--- config.mk ---
export PLATFORM = sky130hd
export DESIGN_NAME = spi_slave
export DESIGN_NICKNAME = d
export VERILOG_FILES = /design/src/rtl/spi_slave.sv
export SDC_FILE = /design/constraint.sdc
export NUM_CORES = 1
export LEC_CHECK = 0
export CAP_MARGIN = 20
export CORE_ASPECT_RATIO = 0.6
export CORE_MARGIN = 10
export CORE_UTILIZATION = 45
export CTS_CLUSTER_DIAMETER = 30
export DETAILED_ROUTE_END_ITERATION = 10
export PLACE_DENSITY = 0.68
export SLEW_MARGIN = 5
export SYNTH_ARGS = -nofsm -noshare
export SYNTH_HDL_FRONTEND = slang
export SYNTH_SLANG_ARGS = --single-unit
--- constraint.sdc ---
create_clock -name clk -period 4.05 [get_ports clk]
set_input_delay 0.405 -clock clk [delete_from_list [all_inputs] [get_ports clk]]
set_output_delay 0.405 -clock clk [all_outputs]
set_load 0.02 [all_outputs]
--- src/rtl/spi_slave.sv ---
// SPI mode-0 responder: oversampled pins, MSB-first RX/TX shifters, one-word TX buffer.
// Define SPI_SLAVE_MISO_TRISTATE_EN to release miso (1'bz) outside an active transfer.
module spi_slave #(
    parameter int DATA_W      = 8,
    parameter int SYNC_STAGES = 2
) (
    input  logic              clk,
    input  logic              rst,
    input  logic              sclk,
    input  logic              cs,
    input  logic              mosi,
    output logic              miso,
    input  logic [DATA_W-1:0] tx_data,
    input  logic              tx_load,
    output logic              tx_ready,
    output logic [DATA_W-1:0] rx_data,
    output logic              rx_valid,
    output logic              tx_underrun
);

    localparam int CNT_W = $clog2(DATA_W);

    typedef enum logic {IDLE, ACTIVE} state_t;

    state_t state_q, state_d;

    logic [SYNC_STAGES-1:0] sclk_sync, cs_sync, mosi_sync;
    logic sclk_d, cs_d;
    logic sclk_s, cs_s, mosi_s;
    logic sclk_rise, sclk_fall, cs_rise, cs_fall;

    logic [CNT_W-1:0]  bit_cnt;
    logic              word_done;
    logic [DATA_W-2:0] rx_shift;
    logic [DATA_W-1:0] rx_next;
    logic [DATA_W-1:0] tx_shift;
    logic [DATA_W-1:0] tx_buf;

    logic start, rise_ev, fall_ev, next_load, shift_ev, consume, last_bit;

    assign sclk_s = sclk_sync[SYNC_STAGES-1];
    assign cs_s   = cs_sync[SYNC_STAGES-1];
    assign mosi_s = mosi_sync[SYNC_STAGES-1];

    assign sclk_rise = sclk_s & ~sclk_d;
    assign sclk_fall = ~sclk_s & sclk_d;
    assign cs_rise   = cs_s & ~cs_d;
    assign cs_fall   = ~cs_s & cs_d;

    assign rx_next  = {rx_shift, mosi_s};
    assign last_bit = (bit_cnt == CNT_W'(DATA_W - 1));

    // Bring the asynchronous pins into the clk domain and keep a delayed copy for edges.
    always_ff @(posedge clk or posedge rst) begin
        if (rst) begin
            sclk_sync <= '0;
            cs_sync   <= '1;
            mosi_sync <= '0;
            sclk_d    <= 1'b0;
            cs_d      <= 1'b1;
        end else begin
            sclk_sync <= {sclk_sync[SYNC_STAGES-2:0], sclk};
            cs_sync   <= {cs_sync[SYNC_STAGES-2:0], cs};
            mosi_sync <= {mosi_sync[SYNC_STAGES-2:0], mosi};
            sclk_d    <= sclk_s;
            cs_d      <= cs_s;
        end
    end

    // State register.
    always_ff @(posedge clk or posedge rst) begin
        if (rst) begin
            state_q <= IDLE;
        end else begin
            state_q <= state_d;
        end
    end

    // Next state and per-cycle transfer events; a cs rise masks any sclk edge.
    always_comb begin
        state_d   = state_q;
        start     = 1'b0;
        rise_ev   = 1'b0;
        fall_ev   = 1'b0;
        next_load = 1'b0;
        shift_ev  = 1'b0;
        consume   = 1'b0;
        case (state_q)
            IDLE: begin
                if (cs_fall) begin
                    state_d = ACTIVE;
                    start   = 1'b1;
                end
            end
            ACTIVE: begin
                if (cs_rise) begin
                    state_d = IDLE;
                end else begin
                    rise_ev = sclk_rise;
                    fall_ev = sclk_fall;
                end
            end
            default: state_d = IDLE;
        endcase
        next_load = fall_ev && (bit_cnt == '0) && word_done;
        shift_ev  = fall_ev && (bit_cnt != '0);
        consume   = start || next_load;
    end

    // TX buffer, TX/RX shifters, bit counter and the one-cycle status pulses.
    always_ff @(posedge clk or posedge rst) begin
        if (rst) begin
            bit_cnt     <= '0;
            word_done   <= 1'b0;
            rx_shift    <= '0;
            tx_shift    <= '0;
            tx_buf      <= '0;
            tx_ready    <= 1'b1;
            rx_data     <= '0;
            rx_valid    <= 1'b0;
            tx_underrun <= 1'b0;
        end else begin
            rx_valid    <= 1'b0;
            tx_underrun <= 1'b0;

            if (consume) begin
                tx_shift    <= tx_ready ? '0 : tx_buf;
                tx_underrun <= tx_ready;
            end else if (shift_ev) begin
                tx_shift <= {tx_shift[DATA_W-2:0], 1'b0};
            end

            if (tx_load && (tx_ready || consume)) begin
                tx_buf   <= tx_data;
                tx_ready <= 1'b0;
            end else if (consume) begin
                tx_ready <= 1'b1;
            end

            if (rise_ev) begin
                rx_shift <= rx_next[DATA_W-2:0];
                if (last_bit) begin
                    rx_data   <= rx_next;
                    rx_valid  <= 1'b1;
                    bit_cnt   <= '0;
                    word_done <= 1'b1;
                end else begin
                    bit_cnt <= bit_cnt + 1'b1;
                end
            end

            if (next_load) begin
                word_done <= 1'b0;
            end

            if (start || (state_q == ACTIVE && cs_rise)) begin
                bit_cnt   <= '0;
                word_done <= 1'b0;
            end
        end
    end

`ifdef SPI_SLAVE_MISO_TRISTATE_EN
    assign miso = (state_q == ACTIVE) ? tx_shift[DATA_W-1] : 1'bz;
`else
    assign miso = (state_q == ACTIVE) ? tx_shift[DATA_W-1] : 1'b0;
`endif

endmodule

==> metrics.txt, run 1 <==
Crit-path slowest cell dfstp_2; Reg2Reg Launch Point cs_d; WP data required 4.24 ns; diode count 0; Syn. warnings 0; Routed Wire Length 3500 um; synthesized area 0.00191 mm2; Area contributors post-synth dfrtp_1 56%, mux2_4 6.3%, dfstp_2 5.5%, nand2_1 5.3%, mux2_2 4.7%; nature of the critical path startpoint flip-flop; Critical Path Max Stage Delay 0.56 ns; cell count of the worst hold path 0; most common cell in the netlist dfrtp_1; final period utilization 50.1%; register area share after synthesis 61.7%; Hold WC Path Type reg2reg; final worst setup slack 2.02 ns; Final Hold Viols 0; CTS Buf Count 5; post-route cell area 0.00231 mm2; cell taking the most area after synthesis dfrtp_1; post-layout net count 195; Synth Net Count 165; Worst path top cell family by delay simple AND/OR/NAND/NOR gates; Row Count 18; most frequent cells after synthesis 43 x dfrtp_1, 27 x nand2_1; Post-Layout Cell Count 239; CP cell instances nand2b_1 > and4b_1 > nand2_1 > mux2_2; Seq cells post-synth 47; share of cells above drive strength 1 19.0%; worst r2r path cells 4; Final ANT Viol Nets 0; Worst Path Buf+Inv 0; pre-CTS WS 2.05 ns; vias in the first global route 1,193; post-synthesis cell count 148; CP arrival 2.22 ns; clk_lat worst skew 0.30 ns; WS Path Type reg2reg; Max Slew Vio Count 0; Die X-Extent 104 um; total I/O pin count 26; Post-CTS Hold Fix Bufs 0; TritonCTS clock tree yes; peak supply drop 0.225 mV; setup slack, reg-to-reg 2.02 ns; placed cell count 231; post-cts gate resize count 0; core area 0.00410 mm2; Avg WL per Cell 14.7 um; Critical Path End Type flip-flop; CTS HTree Levels 2; Slew @ Worst Pin 0.580 ns; Vias/cell 4.83; first-pass GRT wire length 5910 um; die area 0.00734 mm2; Final Wtd Congestion 0.766; Hold EP sclk_sync[1]; DRC errors left 0; Detail Placement HPWL 2490 um; HP Start sclk_sync[0]; drt pass-1 iters 4; number of setup buffers added after CTS 0; Root Buffer clkbuf_8; crit path max fanout 11; Die Span Y 70.5 um; clk_skew 0.00666 ns; Power Density 462 mW/mm2; vias 1,155; area post-placement 0.00222 mm2; Highest Clock Rate 493 MHz; maximum buffer depth of the clock tree 2; dominant synthesized flop cell dfrtp_1; Post-synth ARST share 100%; Netlist cell types 31; RSZ-0062 raised after global routing false; reg2reg end rx_data[2]; total negative slack 0 ns; grt total ovfl 0; Lkg Pwr 1.14 nW; Initial Utilization 46.7%; CTS sink cnt 47; filler cell count 348; Post-synth EDFFs 0; Iter 0 DRT Violations 81; relative slew slack 61.3%; Layout area overhead 20.9%; max cap viols 0; GRT Util Overall 9.98%; setup violators final 0; Worst-path clk slew 0.09 ns; status finished, final reports clean; syn avg cell area 12.9 um2; largest net degree at the start of global routing 48; Tmin final 2.03 ns; post-synth top area share 56.2%; initial antenna violation count 0; PortBufs 25
how the worst max path moves through the flow:
stage / start / to / slack [ns] / cells after the start
floorplan: cs_d / tx_buf[0] / 2.44 / 4
global placement: cs_d / rx_data[1] / 2.07 / 4
detailed placement: cs_d / rx_data[1] / 2.05 / 4
CTS: state_q / miso / 2.02 / 2
global route: cs_d / rx_data[7] / 1.89 / 4
finish: cs_d / rx_data[2] / 2.02 / 4
stage by stage:
step | utilization (%) | total power [mW] | hold slack, ns
final | 56.4 | 1.07 | 0.355
after CTS | 56.4 | 1.08 | 0.359
after global routing | 56.4 | 1.13 | 0.361
after detailed placement | 54.3 | 0.803 | 0.339
after floorplan | - | 0.738 | 0.331
after global placement | 54.3 | 0.790 | 0.334
state kept, by name (all words and copies together) (netlist names):
signal and count:
mosi_sync 2, tx_buf 8, cs_d 1, tx_underrun 1
rx_data 8, state_q 1, tx_ready 1, rx_valid 1
sclk_d 1, bit_cnt 3, cs_sync 2, tx_shift 8
word_done 1, sclk_sync 2, rx_shift 7
cells by family (layout without fill, tap and decap cells):
group	after synthesis	after routing	share of synthesized area, %
AOI/OAI and AO/OA	17	17	6.80
adders and majority gates	3	3	1.96
buffers and inverters	9	40	2.29
DFF	47	47	61.7
muxes	22	22	14.1
and+or+nand+nor	50	50	13.1
layer usage:
layer	GRT usage [%]	share of wire, %	vias to the layer above
met2	14.4	42	22
met4	3.69	0.80	0
li1	-	-	566
met5	0	0	-
met3	3.85	5.1	5
met1	13.3	52	562
cell usage in the layout, fill, tap and decap left out, types with 2 or more instances in the layout:
| master | Yosys | final |
|---|---|---|
| dfrtp_1 | 43 | 43 |
| nand2_1 | 27 | 27 |
| clkdlybuf4s50_1 | 0 | 25 |
| mux2_4 | 8 | 8 |
| nand3_1 | 8 | 8 |
| o21ai_0 | 8 | 8 |
| mux2_2 | 8 | 8 |
| mux2i_1 | 6 | 6 |
| clkbuf_8 | 0 | 5 |
| inv_1 | 5 | 4 |
| dfstp_2 | 4 | 4 |
| nor2_1 | 3 | 3 |
| ha_1 | 3 | 3 |
| nand2b_1 | 2 | 2 |
| nand4b_1 | 2 | 2 |
| clkinv_1 | 1 | 2 |
| a21oi_1 | 2 | 2 |
| a22o_1 | 2 | 2 |
| clkinvlp_4 | 0 | 2 |
layout make-up:
class | instances | area (um2) | area share [%]
multi-input combinational | 92 | 688 | 29.7
clock inverter | 3 | 20.0 | 0.865
clock buffer | 5 | 68.8 | 2.97
sequential | 47 | 1180 | 51.1
tap | 60 | 75.1 | 3.24
inverter | 6 | 22.5 | 0.973
timing repair buffer | 26 | 258 | 11.1
report_power, final:
group	total [mW]	leakage, nW	switching [mW]	internal, mW
logic	0.173	0.500	0.0778	0.0948
clock network	0.276	0.0402	0.156	0.120
registers	0.621	0.595	0.0638	0.557
total	1.07	1.14	0.297	0.772
Note: power is estimated with default switching activity, not from simulation.
==> run 2, diff against run 1 <==
==> constraint.sdc (replaced) <==
create_clock -name clk -period 1.95 [get_ports clk]
set_input_delay 0.195 -clock clk [delete_from_list [all_inputs] [get_ports clk]]
set_output_delay 0.195 -clock clk [all_outputs]
set_load 0.02 [all_outputs]
==> run 2 against run 1 <==
Compared with the run above:
- sequential cell count did not move
- routed wire length up 1.1%
- non-clock buffer count up 4
- sequential share of layout area down 0.49 points
- critical endpoint is now miso
==> metrics.txt, run 2 (same netlist as run 1, synthesis figures left out) <==
Initial Utilization 46.7% (unchanged); total negative slack 0 ns (unchanged); Die Span Y 70.5 um (unchanged); post-cts gate resize count 0 (unchanged); Post-CTS Hold Fix Bufs 0 (unchanged); Power Density 942 mW/mm2 (+100%); pre-CTS WS 0.184 ns (-1.87 ns); TritonCTS clock tree yes; Worst-path clk slew 0.08 ns (about the same); Reg2Reg Launch Point bit_cnt[0]; CTS Buf Count 5 (unchanged); status finished, final reports clean; Crit-path slowest cell clkdlybuf4s50_1; peak supply drop 0.600 mV (+170%); total I/O pin count 26 (unchanged); RSZ-0062 raised after global routing false; nature of the critical path startpoint flip-flop; CTS sink cnt 47 (unchanged); Highest Clock Rate 564 MHz; Detail Placement HPWL 2640 um (+6.1%); Row Count 18 (unchanged); largest net degree at the start of global routing 20 (-58%); Slew @ Worst Pin 0.627 ns (+0.0462 ns); grt total ovfl 0 (unchanged); Die X-Extent 104 um (unchanged); Iter 0 DRT Violations 64 (-21%); WP data required 1.75 ns (-2.49 ns); final period utilization 90.9%; biggest regs rx_data (8), tx_buf (8), tx_shift (8); Vias/cell 4.93 (+2.0%); CTS HTree Levels 2 (unchanged); crit path max fanout 9 (-2); vias in the first global route 1,242 (+4.1%); clk_lat worst skew 0.29 ns (about the same); Worst Path Buf+Inv 1 (+1); reg2reg end tx_buf[3]; die area 0.00734 mm2 (unchanged); max cap viols 0 (unchanged); maximum buffer depth of the clock tree 2 (unchanged); vias 1,198 (+3.7%); placed cell count 235 (+1.7%); final worst setup slack 0.177 ns (-1.84 ns); Lkg Pwr 1.16 nW (+1.9%); CP cell instances and2_1 > clkdlybuf4s50_1; Routed Wire Length 3540 um (+1.1%); Tmin final 1.77 ns; share of cells above drive strength 1 19.7% (+0.68 points); CP arrival 1.58 ns (-0.64 ns); DRC errors left 0 (unchanged); clk_skew 0.00456 ns (-0.00211 ns); Avg WL per Cell 14.6 um (-0.58%); commonest non-fill, non-tap cell in the layout dfrtp_1; PortBufs 25 (unchanged); commonest non-fill, non-tap cells in the layout 43 x dfrtp_1, 27 x nand2_1, 25 x clkdlybuf4s50_1; post-layout net count 199 (+2.1%); number of setup buffers added after CTS 0 (unchanged); Critical Path Max Stage Delay 0.61 ns (+0.05 ns); relative slew slack 58.0% (-3.3 points); diode count 0 (unchanged); Post-Layout Cell Count 243 (+1.7%); Critical Path End Type output port; Hold WC Path Type in2async; Root Buffer clkbuf_8; worst r2r path cells 6 (+2); drt pass-1 iters 4 (unchanged); core area 0.00410 mm2 (unchanged); initial antenna violation count 0 (unchanged); filler cell count 332 (-4.6%); setup slack, reg-to-reg 0.19 ns (-1.83 ns); Final ANT Viol Nets 0 (unchanged); GRT Util Overall 10.1% (+0.12 points); Worst path top cell family by delay buffers and inverters; Final Wtd Congestion 0.801 (+4.5%); Final Hold Viols 0 (unchanged); WS Path Type reg2out; Layout area overhead 22.1%; Max Slew Vio Count 0 (unchanged); setup violators final 0 (unchanged); first-pass GRT wire length 6150 um (+4.2%)
-- run 2: changes by cell type in the layout (fill, tap and decap cells not counted), sizes merged --
cell / before / now
clkbuf: 5 / 7
clkinvlp: 2 / 0
buf: 1 / 5
-- run 2: worst max path at each step --
stage                from   endpoint  cells past startpoint
3_5_place_dp   bit_cnt[0]  tx_buf[1]                      6
4_1_cts           state_q       miso                      2
6_report          state_q       miso                      2
3_3_place_gp   bit_cnt[0]  tx_buf[7]                      6
5_1_grt        bit_cnt[0]  tx_buf[3]                      6
2_1_floorplan        cs_d  tx_buf[0]                      4
-- run 2: layout make-up --
type                            count  area, um2  share of cell area (%)
Sequential cell                    47       1180                    50.6
Timing Repair Buffer               30        288                    12.3
Tap cell                           60       75.1                    3.21
Clock inverter                      1       5.00                   0.214
Multi-Input combinational cell     92        688                    29.5
Clock buffer                        7       76.3                    3.27
Inverter                            6       22.5                   0.964
-- run 2: routing by layer --
layer	routed length, um	track usage, %	vias up	part of all wire, %
li1	-	-	573	-
met1	1860	14.0	594	53
met2	1450	14.0	23	41
met3	175	3.75	8	4.9
met4	51	3.69	0	1.4
met5	0	0	-	0
-- run 2: per-stage QoR --
| step | utilization (%) | total power, mW | hold WS [ns] | instance area, um2 |
|---|---|---|---|---|
| 2_1_floorplan | - | 1.53 | 0.199 | 1910 |
| 3_3_place_gp | 55.0 | 1.65 | 0.336 | 2250 |
| 3_5_place_dp | 55.0 | 1.66 | 0.341 | 2250 |
| 4_1_cts | 57.0 | 2.21 | 0.216 | 2340 |
| 5_1_grt | 57.0 | 2.32 | 0.251 | 2340 |
| 6_report | 57.0 | 2.20 | 0.205 | 2340 |
-- run 2: power breakdown --
| group | switching, mW | internal (mW) |
|---|---|---|
| Clock | 0.302 | 0.252 |
| Combinational | 0.162 | 0.201 |
| Sequential | 0.126 | 1.16 |
-- run 2: worst reg2reg max path, stage by stage (launching register included) --
cell      delay, ns
dfrtp_1        0.40
inv_1          0.06
ha_1           0.18
nand2b_1       0.20
o31ai_4        0.13
o21ai_4        0.34
mux2_4         0.34
